`src/rtl/spm_port_arb_pkg.sv`:
```
// spm_port_arb_pkg: shared bus widths, FSM state encodings and round-robin pointer values for the SPM port arbiter.
package spm_port_arb_pkg;
  localparam int SPM_ADDR_W = 12;
  localparam int WORD_DATA_W = 32;
  typedef logic [SPM_ADDR_W-1:0] spm_addr_t;
  typedef logic [WORD_DATA_W-1:0] word_t;
  typedef enum logic [1:0] {IDLE = 2'd0, ACCESS = 2'd1, RESP = 2'd2} state_t;
  typedef enum logic {PTR_M0 = 1'b0, PTR_M1 = 1'b1} ptr_t;
endpackage

```
`src/rtl/spm_port_arb_if.sv`:
```
// spm_port_arb_if: two requester handshakes plus the single SPM port they share.
interface spm_port_arb_if;
  import spm_port_arb_pkg::*;
  logic m0_req, m0_we, m0_rdy;
  spm_addr_t m0_addr;
  word_t m0_wr_data, m0_rd_data;
  logic m1_req, m1_we, m1_rdy;
  spm_addr_t m1_addr;
  word_t m1_wr_data, m1_rd_data;
  spm_addr_t spm_addr;
  word_t spm_din, spm_dout;
  logic spm_we;
  logic [1:0] owner;
  modport slave (
    input m0_req, m0_we, m0_addr, m0_wr_data, m1_req, m1_we, m1_addr, m1_wr_data, spm_dout,
    output m0_rdy, m0_rd_data, m1_rdy, m1_rd_data, spm_addr, spm_din, spm_we, owner
  );
  modport master (
    output m0_req, m0_we, m0_addr, m0_wr_data, m1_req, m1_we, m1_addr, m1_wr_data, spm_dout,
    input m0_rdy, m0_rd_data, m1_rdy, m1_rd_data, spm_addr, spm_din, spm_we, owner
  );
endinterface

```
`src/rtl/spm_port_arb.sv`:
```
// spm_port_arb: round-robin arbiter giving two requesters 3-cycle accesses to one SPM port.
module spm_port_arb
  import spm_port_arb_pkg::*;
(
  input logic clk,
  input logic rst_n,
  spm_port_arb_if.slave bus
);
  state_t state, state_nxt;
  ptr_t ptr;
  logic [1:0] grant, owner_q;
  logic any_req, rsp, rdy0, rdy1;
  always_comb begin
    any_req = bus.m0_req | bus.m1_req;
    grant[1] = bus.m1_req & (~bus.m0_req | (ptr == PTR_M1));
    grant[0] = bus.m0_req & ~grant[1];
    state_nxt = state == IDLE ? (any_req ? ACCESS : IDLE) : state == ACCESS ? RESP : IDLE;
    rsp = state == RESP;
    rdy0 = rsp & owner_q[0];
    rdy1 = rsp & owner_q[1];
  end
  always_ff @(posedge clk or negedge rst_n)
    if (!rst_n) state <= IDLE;
    else state <= state_nxt;
  // Requests are only looked at in IDLE; the winner's port is frozen for ACCESS/RESP.
  always_ff @(posedge clk or negedge rst_n) begin
    if (!rst_n) begin
      ptr <= PTR_M0;
      owner_q <= 2'b00;
      bus.spm_we <= 1'b0;
      bus.spm_addr <= '0;
      bus.spm_din <= '0;
    end else if (state == IDLE && any_req) begin
      ptr <= grant[0] ? PTR_M1 : PTR_M0;
      owner_q <= grant;
      bus.spm_we <= grant[1] ? bus.m1_we : bus.m0_we;
      bus.spm_addr <= grant[1] ? bus.m1_addr : bus.m0_addr;
      bus.spm_din <= grant[1] ? bus.m1_wr_data : bus.m0_wr_data;
    end else if (state == ACCESS) begin
      bus.spm_we <= 1'b0;
    end else if (state == RESP) begin
      owner_q <= 2'b00;
    end
  end
  assign bus.owner = owner_q;
  assign bus.m0_rdy = rdy0;
  assign bus.m1_rdy = rdy1;
  assign bus.m0_rd_data = rdy0 ? bus.spm_dout : '0;
  assign bus.m1_rd_data = rdy1 ? bus.spm_dout : '0;
endmodule

```
`src/flat_wrapper.sv`:
```
// flat-port wrapper written by rule: the top's interface ports become plain ports
module spm_port_arb_flat import spm_port_arb_pkg::*;
  (clk, rst_n, bus_m0_req, bus_m0_we, bus_m0_addr, bus_m0_wr_data, bus_m1_req, bus_m1_we, bus_m1_addr, bus_m1_wr_data, bus_spm_dout, bus_m0_rdy, bus_m0_rd_data, bus_m1_rdy, bus_m1_rd_data, bus_spm_addr, bus_spm_din, bus_spm_we, bus_owner);
  spm_port_arb_if bus_i ();
  input logic clk;
  input logic rst_n;
  input wire logic [$bits(bus_i.m0_req)-1:0] bus_m0_req;
  input wire logic [$bits(bus_i.m0_we)-1:0] bus_m0_we;
  input wire logic [$bits(bus_i.m0_addr)-1:0] bus_m0_addr;
  input wire logic [$bits(bus_i.m0_wr_data)-1:0] bus_m0_wr_data;
  input wire logic [$bits(bus_i.m1_req)-1:0] bus_m1_req;
  input wire logic [$bits(bus_i.m1_we)-1:0] bus_m1_we;
  input wire logic [$bits(bus_i.m1_addr)-1:0] bus_m1_addr;
  input wire logic [$bits(bus_i.m1_wr_data)-1:0] bus_m1_wr_data;
  input wire logic [$bits(bus_i.spm_dout)-1:0] bus_spm_dout;
  output wire logic [$bits(bus_i.m0_rdy)-1:0] bus_m0_rdy;
  output wire logic [$bits(bus_i.m0_rd_data)-1:0] bus_m0_rd_data;
  output wire logic [$bits(bus_i.m1_rdy)-1:0] bus_m1_rdy;
  output wire logic [$bits(bus_i.m1_rd_data)-1:0] bus_m1_rd_data;
  output wire logic [$bits(bus_i.spm_addr)-1:0] bus_spm_addr;
  output wire logic [$bits(bus_i.spm_din)-1:0] bus_spm_din;
  output wire logic [$bits(bus_i.spm_we)-1:0] bus_spm_we;
  output wire logic [$bits(bus_i.owner)-1:0] bus_owner;
  assign bus_i.m0_req = bus_m0_req;
  assign bus_i.m0_we = bus_m0_we;
  assign bus_i.m0_addr = bus_m0_addr;
  assign bus_i.m0_wr_data = bus_m0_wr_data;
  assign bus_i.m1_req = bus_m1_req;
  assign bus_i.m1_we = bus_m1_we;
  assign bus_i.m1_addr = bus_m1_addr;
  assign bus_i.m1_wr_data = bus_m1_wr_data;
  assign bus_i.spm_dout = bus_spm_dout;
  assign bus_m0_rdy = bus_i.m0_rdy;
  assign bus_m0_rd_data = bus_i.m0_rd_data;
  assign bus_m1_rdy = bus_i.m1_rdy;
  assign bus_m1_rd_data = bus_i.m1_rd_data;
  assign bus_spm_addr = bus_i.spm_addr;
  assign bus_spm_din = bus_i.spm_din;
  assign bus_spm_we = bus_i.spm_we;
  assign bus_owner = bus_i.owner;
  spm_port_arb u_core (.clk(clk), .rst_n(rst_n), .bus(bus_i));
endmodule
```
`config.mk`:
```
export PLATFORM = sky130hd
export DESIGN_NAME = spm_port_arb_flat
export DESIGN_NICKNAME = d
export VERILOG_FILES = /design/src/rtl/spm_port_arb_pkg.sv /design/src/rtl/spm_port_arb_if.sv /design/src/rtl/spm_port_arb.sv /design/src/flat_wrapper.sv
export SDC_FILE = /design/constraint.sdc
export NUM_CORES = 1
export LEC_CHECK = 0
export CORE_MARGIN = 2
export CORE_UTILIZATION = 36
export DETAILED_ROUTE_END_ITERATION = 7
export PLACE_DENSITY = 0.94
export SLEW_MARGIN = 15
export SYNTH_ARGS = -nofsm -noshare
export SYNTH_HDL_FRONTEND = slang
export SYNTH_SLANG_ARGS = --single-unit
```
`constraint.sdc`:
```
create_clock -name clk -period 4.3 [get_ports clk]
set_clock_uncertainty 0.1 [all_clocks]
set_input_delay 0.43 -clock clk [delete_from_list [all_inputs] [get_ports clk]]
set_output_delay 0.43 -clock clk [all_outputs]
set_load 0.1 [all_outputs]
```
# --- Word level (Yosys, flattened, before mapping) ---
# Cells that the tools add are included.
classes:
  n_bitwise: 8
  n_mux: 14
  eq_ne: 3
  reduce_logical: 5
ops:
  columns: ["op", "n"]
  rows:
  - ["two-way mux 32 bit", 3]
  - ["two-way mux 12 bit", 1]
  - ["two-way mux 2 bit", 5]
  - ["two-way mux 1 bit", 5]
  - ["bitwise AND 1 bit", 4]
  - ["nonzero test 2 bit", 2]
  - ["equality test 2 x 1 -> 1 bit, second input constant", 1]
  - ["equality test 2 bit, second input constant", 1]
  - ["logical NOT 2 bit", 1]
  - ["!= test 2 bit, second input constant", 1]
  - ["inverter 1 bit", 2]
  - ["OR 1 bit", 2]
  - ["AND reduction 2 bit", 1]
  - ["logical AND 1 bit", 1]
word_totals:
  regBits: 50
  input_bits: 126
  elab_cells: 36

# --- Depth between registers and ports, before layout ---
logic_depth:
  ltp_word: 6
  mapped_depth: 7
  ltp_nobuf: 3

# --- Least setup slack after synthesis ---
# No wires, ideal clock.
synth_path:
  kind: "reg2out"
  from: "register u_core.owner_q[1] (netlist: u_core.bus.owner[1])"
  to: "output port bus_m1_rd_data[22]"
  setup_slack_ns: 0.653
  stages_incl_launch_ff: 4
  arrival_time_ns: 3.117
  path_cell_list: "dfrtp_1 > and3_1 > clkbuf_1 > and2_1"
synth_via:
  elab_chain_cells: 2
synth_rtl:
  columns: ["item", "line_no", "source"]
  rows:
  - ["from (decl)", "spm_port_arb.sv:11", "logic [1:0] grant, owner_q;"]
  - ["from (signal assigned)", "spm_port_arb.sv:35", "owner_q <= grant;"]
  - ["bitwise AND 1 bit", "spm_port_arb.sv:20", "rdy1 = rsp & owner_q[1];"]
  - ["via bus_m1_rdy", "flat_wrapper.sv:18", "output wire logic [$bits(bus_i.m1_rdy)-1:0] bus_m1_rdy;"]
  - ["two-way mux 32 bit", "spm_port_arb.sv:49", "assign bus.m1_rd_data = rdy1 ? bus.spm_dout : '0;"]
  - ["to (decl)", "flat_wrapper.sv:19", "output wire logic [$bits(bus_i.m1_rd_data)-1:0] bus_m1_rd_data;"]
# The timed path passes the listed nets, and every way through them passes these cells.

# --- Final worst setup path ---
layout_path:
  from: "register u_core.state[0]"
  to: "output port bus_m1_rd_data[2]"
layout_via:
  elab_chain_cells: 3
layout_rtl:
  columns: ["item", "line_no", "source"]
  rows:
  - ["from (decl)", "spm_port_arb.sv:9", "state_t state, state_nxt;"]
  - ["from (signal assigned)", "spm_port_arb.sv:24", "else state <= state_nxt;"]
  - ["equality test 2 bit", "spm_port_arb.sv:18", "rsp = state == RESP;"]
  - ["bitwise AND 1 bit", "spm_port_arb.sv:20", null]
  - ["two-way mux 32 bit", "spm_port_arb.sv:49", null]
# Every way passes these cells.

==> summary.md <==
| Metric | Value |
|---|---|
| Fin Setup TNS | `0 ps` |
| Wirelength per Cell | `16.96 um` |
| Global placer's final weighted congestion | `roughly 0.80` |
| Die Ht | `94.24 um` |
| Syn_area_per_cell | `8.258 um2` |
| Synthesis Warnings | `0` |
| Overall routing resource usage | `0.2408` |
| Core Rows | `32` |
| FF-to-FF End | `u_core.bus.spm_din[22]` |
| First-pass GRT wire length | `16770 um` |
| # port buffers | `238` |
| Post-cts sizing count | `0` |
| Fill cell count | `619` |
| Post-Syn Instances | `around 360` |
| Synth Register Bits | `50` |
| CTS H-tree depth | `2` |
| Tmin final | `~3500 ps` |
| Clk root buf | `clkbuf_8` |
| Yosys top cell area share | `0.4268` |
| Worst-Margin Slew | `1019 ps` |
| Largest net degree at the start of global routing | `52` |
| Final setup vio count | `0` |
| Final-report max-slew violation count | `0` |
| Most used DFF post-synth | `dfrtp_1` |
| Top post-synthesis cells by area | `dfrtp_1, and2_1, a31oi_1` |
| Post-synth top area cell | `dfrtp_1` |
| Commonest non-fill, non-tap cell in the layout | `clkdlybuf4s50_1` |
| Unrepaired setup endpoints after global routing | `false` |
| Outcome | `completed` |
| Full die area | `8881 um2` |
| Clk sinks | `50` |
| Worst min path class | `input port to async pin` |
| Setup slack, reg-to-reg | `2450 ps` |
| CTS Buf Count | `5` |
| Clock-pin slew on the worst setup and hold paths | `90 ps` |
| Worst EP required | `approximately 3800 ps` |
| Die width | `94.24 um` |
| Post-route ant nets | `0` |
| Starting density of the core | `0.3755` |
| Via count | `3568` |
| Ratio of cells with drive above 1 in the final layout | `0.03203` |
| Type of origin of the critical path | `register` |
| Drt pass-1 iters | `5` |
| CP Capture Type | `output pin` |
| CP Class | `register to output pin` |
| Core area | `7807 um2` |
| Register area share after synthesis | `0.4268` |
| Count of different cell masters after synthesis | `21` |
| EDFF count, synth | `0` |
| Reg2reg start | `u_core.ptr` |
| Final WL | `11280 um` |
| Max Clk Rate | `287.6 MHz` |
| Max cap viols | `0` |
| Post-route clock period utilization | `0.8087` |
| Area Growth Syn to Fin | `82.03%` |
| IO Pins | `approximately 240` |
| Residual DRC | `0` |
| Vias per cell | `between 5 and 6` |
| CTS tree | `yes` |
| Syn_nets | `481` |
| Setup Buffers After CTS | `0` |
| Antenna violations before repair | `1` |
| Critical-path maximum fanout | `33` |
| Multi-input logic area | `1478 um2` |
| Largest buffer count on any clock path | `2` |
| Hpwl dp | `8235 um` |
| Iteration-0 DRC Markers | `approximately 180` |
| Final hold vios | `0` |
| Worst skew pair latency | `290 ps` |
| Remaining global-route overflow | `0` |
| FF-to-FF path depth | `3` |
| Asr flop ratio synth | `1.000` |
| Synthesized area | `2932 um2` |
| Final nets | `between 600 and 700` |
| Most frequent cells in the layout | `clkdlybuf4s50_1, and2_1, dfrtp_1` |
| Seq. cell area | `roughly 1300 um2` |
| Number of global-route vias before repair | `between 3000 and 4000` |
| Critical path arrival | `around 3000 ps` |
| Cts hold-fix bufs | `0` |
| Slew Limit Headroom | `0.3187` |
==> state kept, by name, summed over array words and instances, names as in the netlist <==
register,flops
u_core.bus.owner,2
u_core.bus.spm_addr,12
u_core.bus.spm_din,32
u_core.bus.spm_we,1
u_core.ptr,1
u_core.state,2
==> metal layers <==
metal / vias to the layer above / global-route usage / routed length (um)
met1: 1650 / 0.2492 / 3806
met3: 35 / 0.05377 / 905
li1: 1684 / - / -
met4: 0 / 0.1256 / 405
met2: 199 / 0.4488 / 6159
met5: - / 0 / 0
==> worst max-delay path by stage <==
stage,end,slack [ps],from
after floorplan,bus_m1_rd_data[22],650,u_core.bus.owner[1]
after global placement,bus_m0_rd_data[10],1220,u_core.state[0]
after detailed placement,bus_m0_rd_data[31],1150,u_core.state[0]
after CTS,bus_m0_rd_data[31],820,u_core.state[0]
after global routing,bus_m0_rd_data[31],590,u_core.state[0]
final,bus_m1_rd_data[2],820,u_core.state[0]
==> critical path, cell delays in order (launching register included) <==
cell and delay (ps):
dfrtp_1 450, inv_1 130, and3_1 700, and2_1 240, clkdlybuf4s50_1 1140
==> through the flow <==
stage	area (um2)	instances	worst slack, ps	hold WS (ps)	utilization
CTS	5331	664	817.1	276.6	0.6829
finish	5336	665	822.6	49.17	0.6835
global route	5336	665	591.2	106.0	0.6835
global placement	5255	657	1223	425.2	0.6731
detailed placement	5255	657	1147	433.5	0.6731
floorplan	2932	355	652.6	34.41	-
==> cells by family after synthesis <==
logic type      count (synthesis)  share of synthesized area
compound gates                142                     0.2668
buf+inv                        44                    0.07341
flops                          50                     0.4268
simple gates                  119                     0.2330
==> cell type report <==
cell class | count | area share
timing repair buffer | 241 | 0.4478
tap | 102 | 0.02392
inverter | 3 | 0.002110
clock buffer | 7 | 0.01430
multi-input combinational | 261 | 0.2769
sequential | 50 | 0.2345
antenna | 1 | 0.0004689
==> cell usage after synthesis, types with 3 or more instances <==
cell type,instances
buf_2,4
nand3_1,45
inv_1,3
a21oi_1,46
dfrtp_1,50
clkbuf_1,30
a31oi_1,46
o21ai_0,46
buf_6,6
and2_1,64
Power is not shown: default switching activity piles up to over one toggle a cycle in this logic, so the estimate is an artifact.
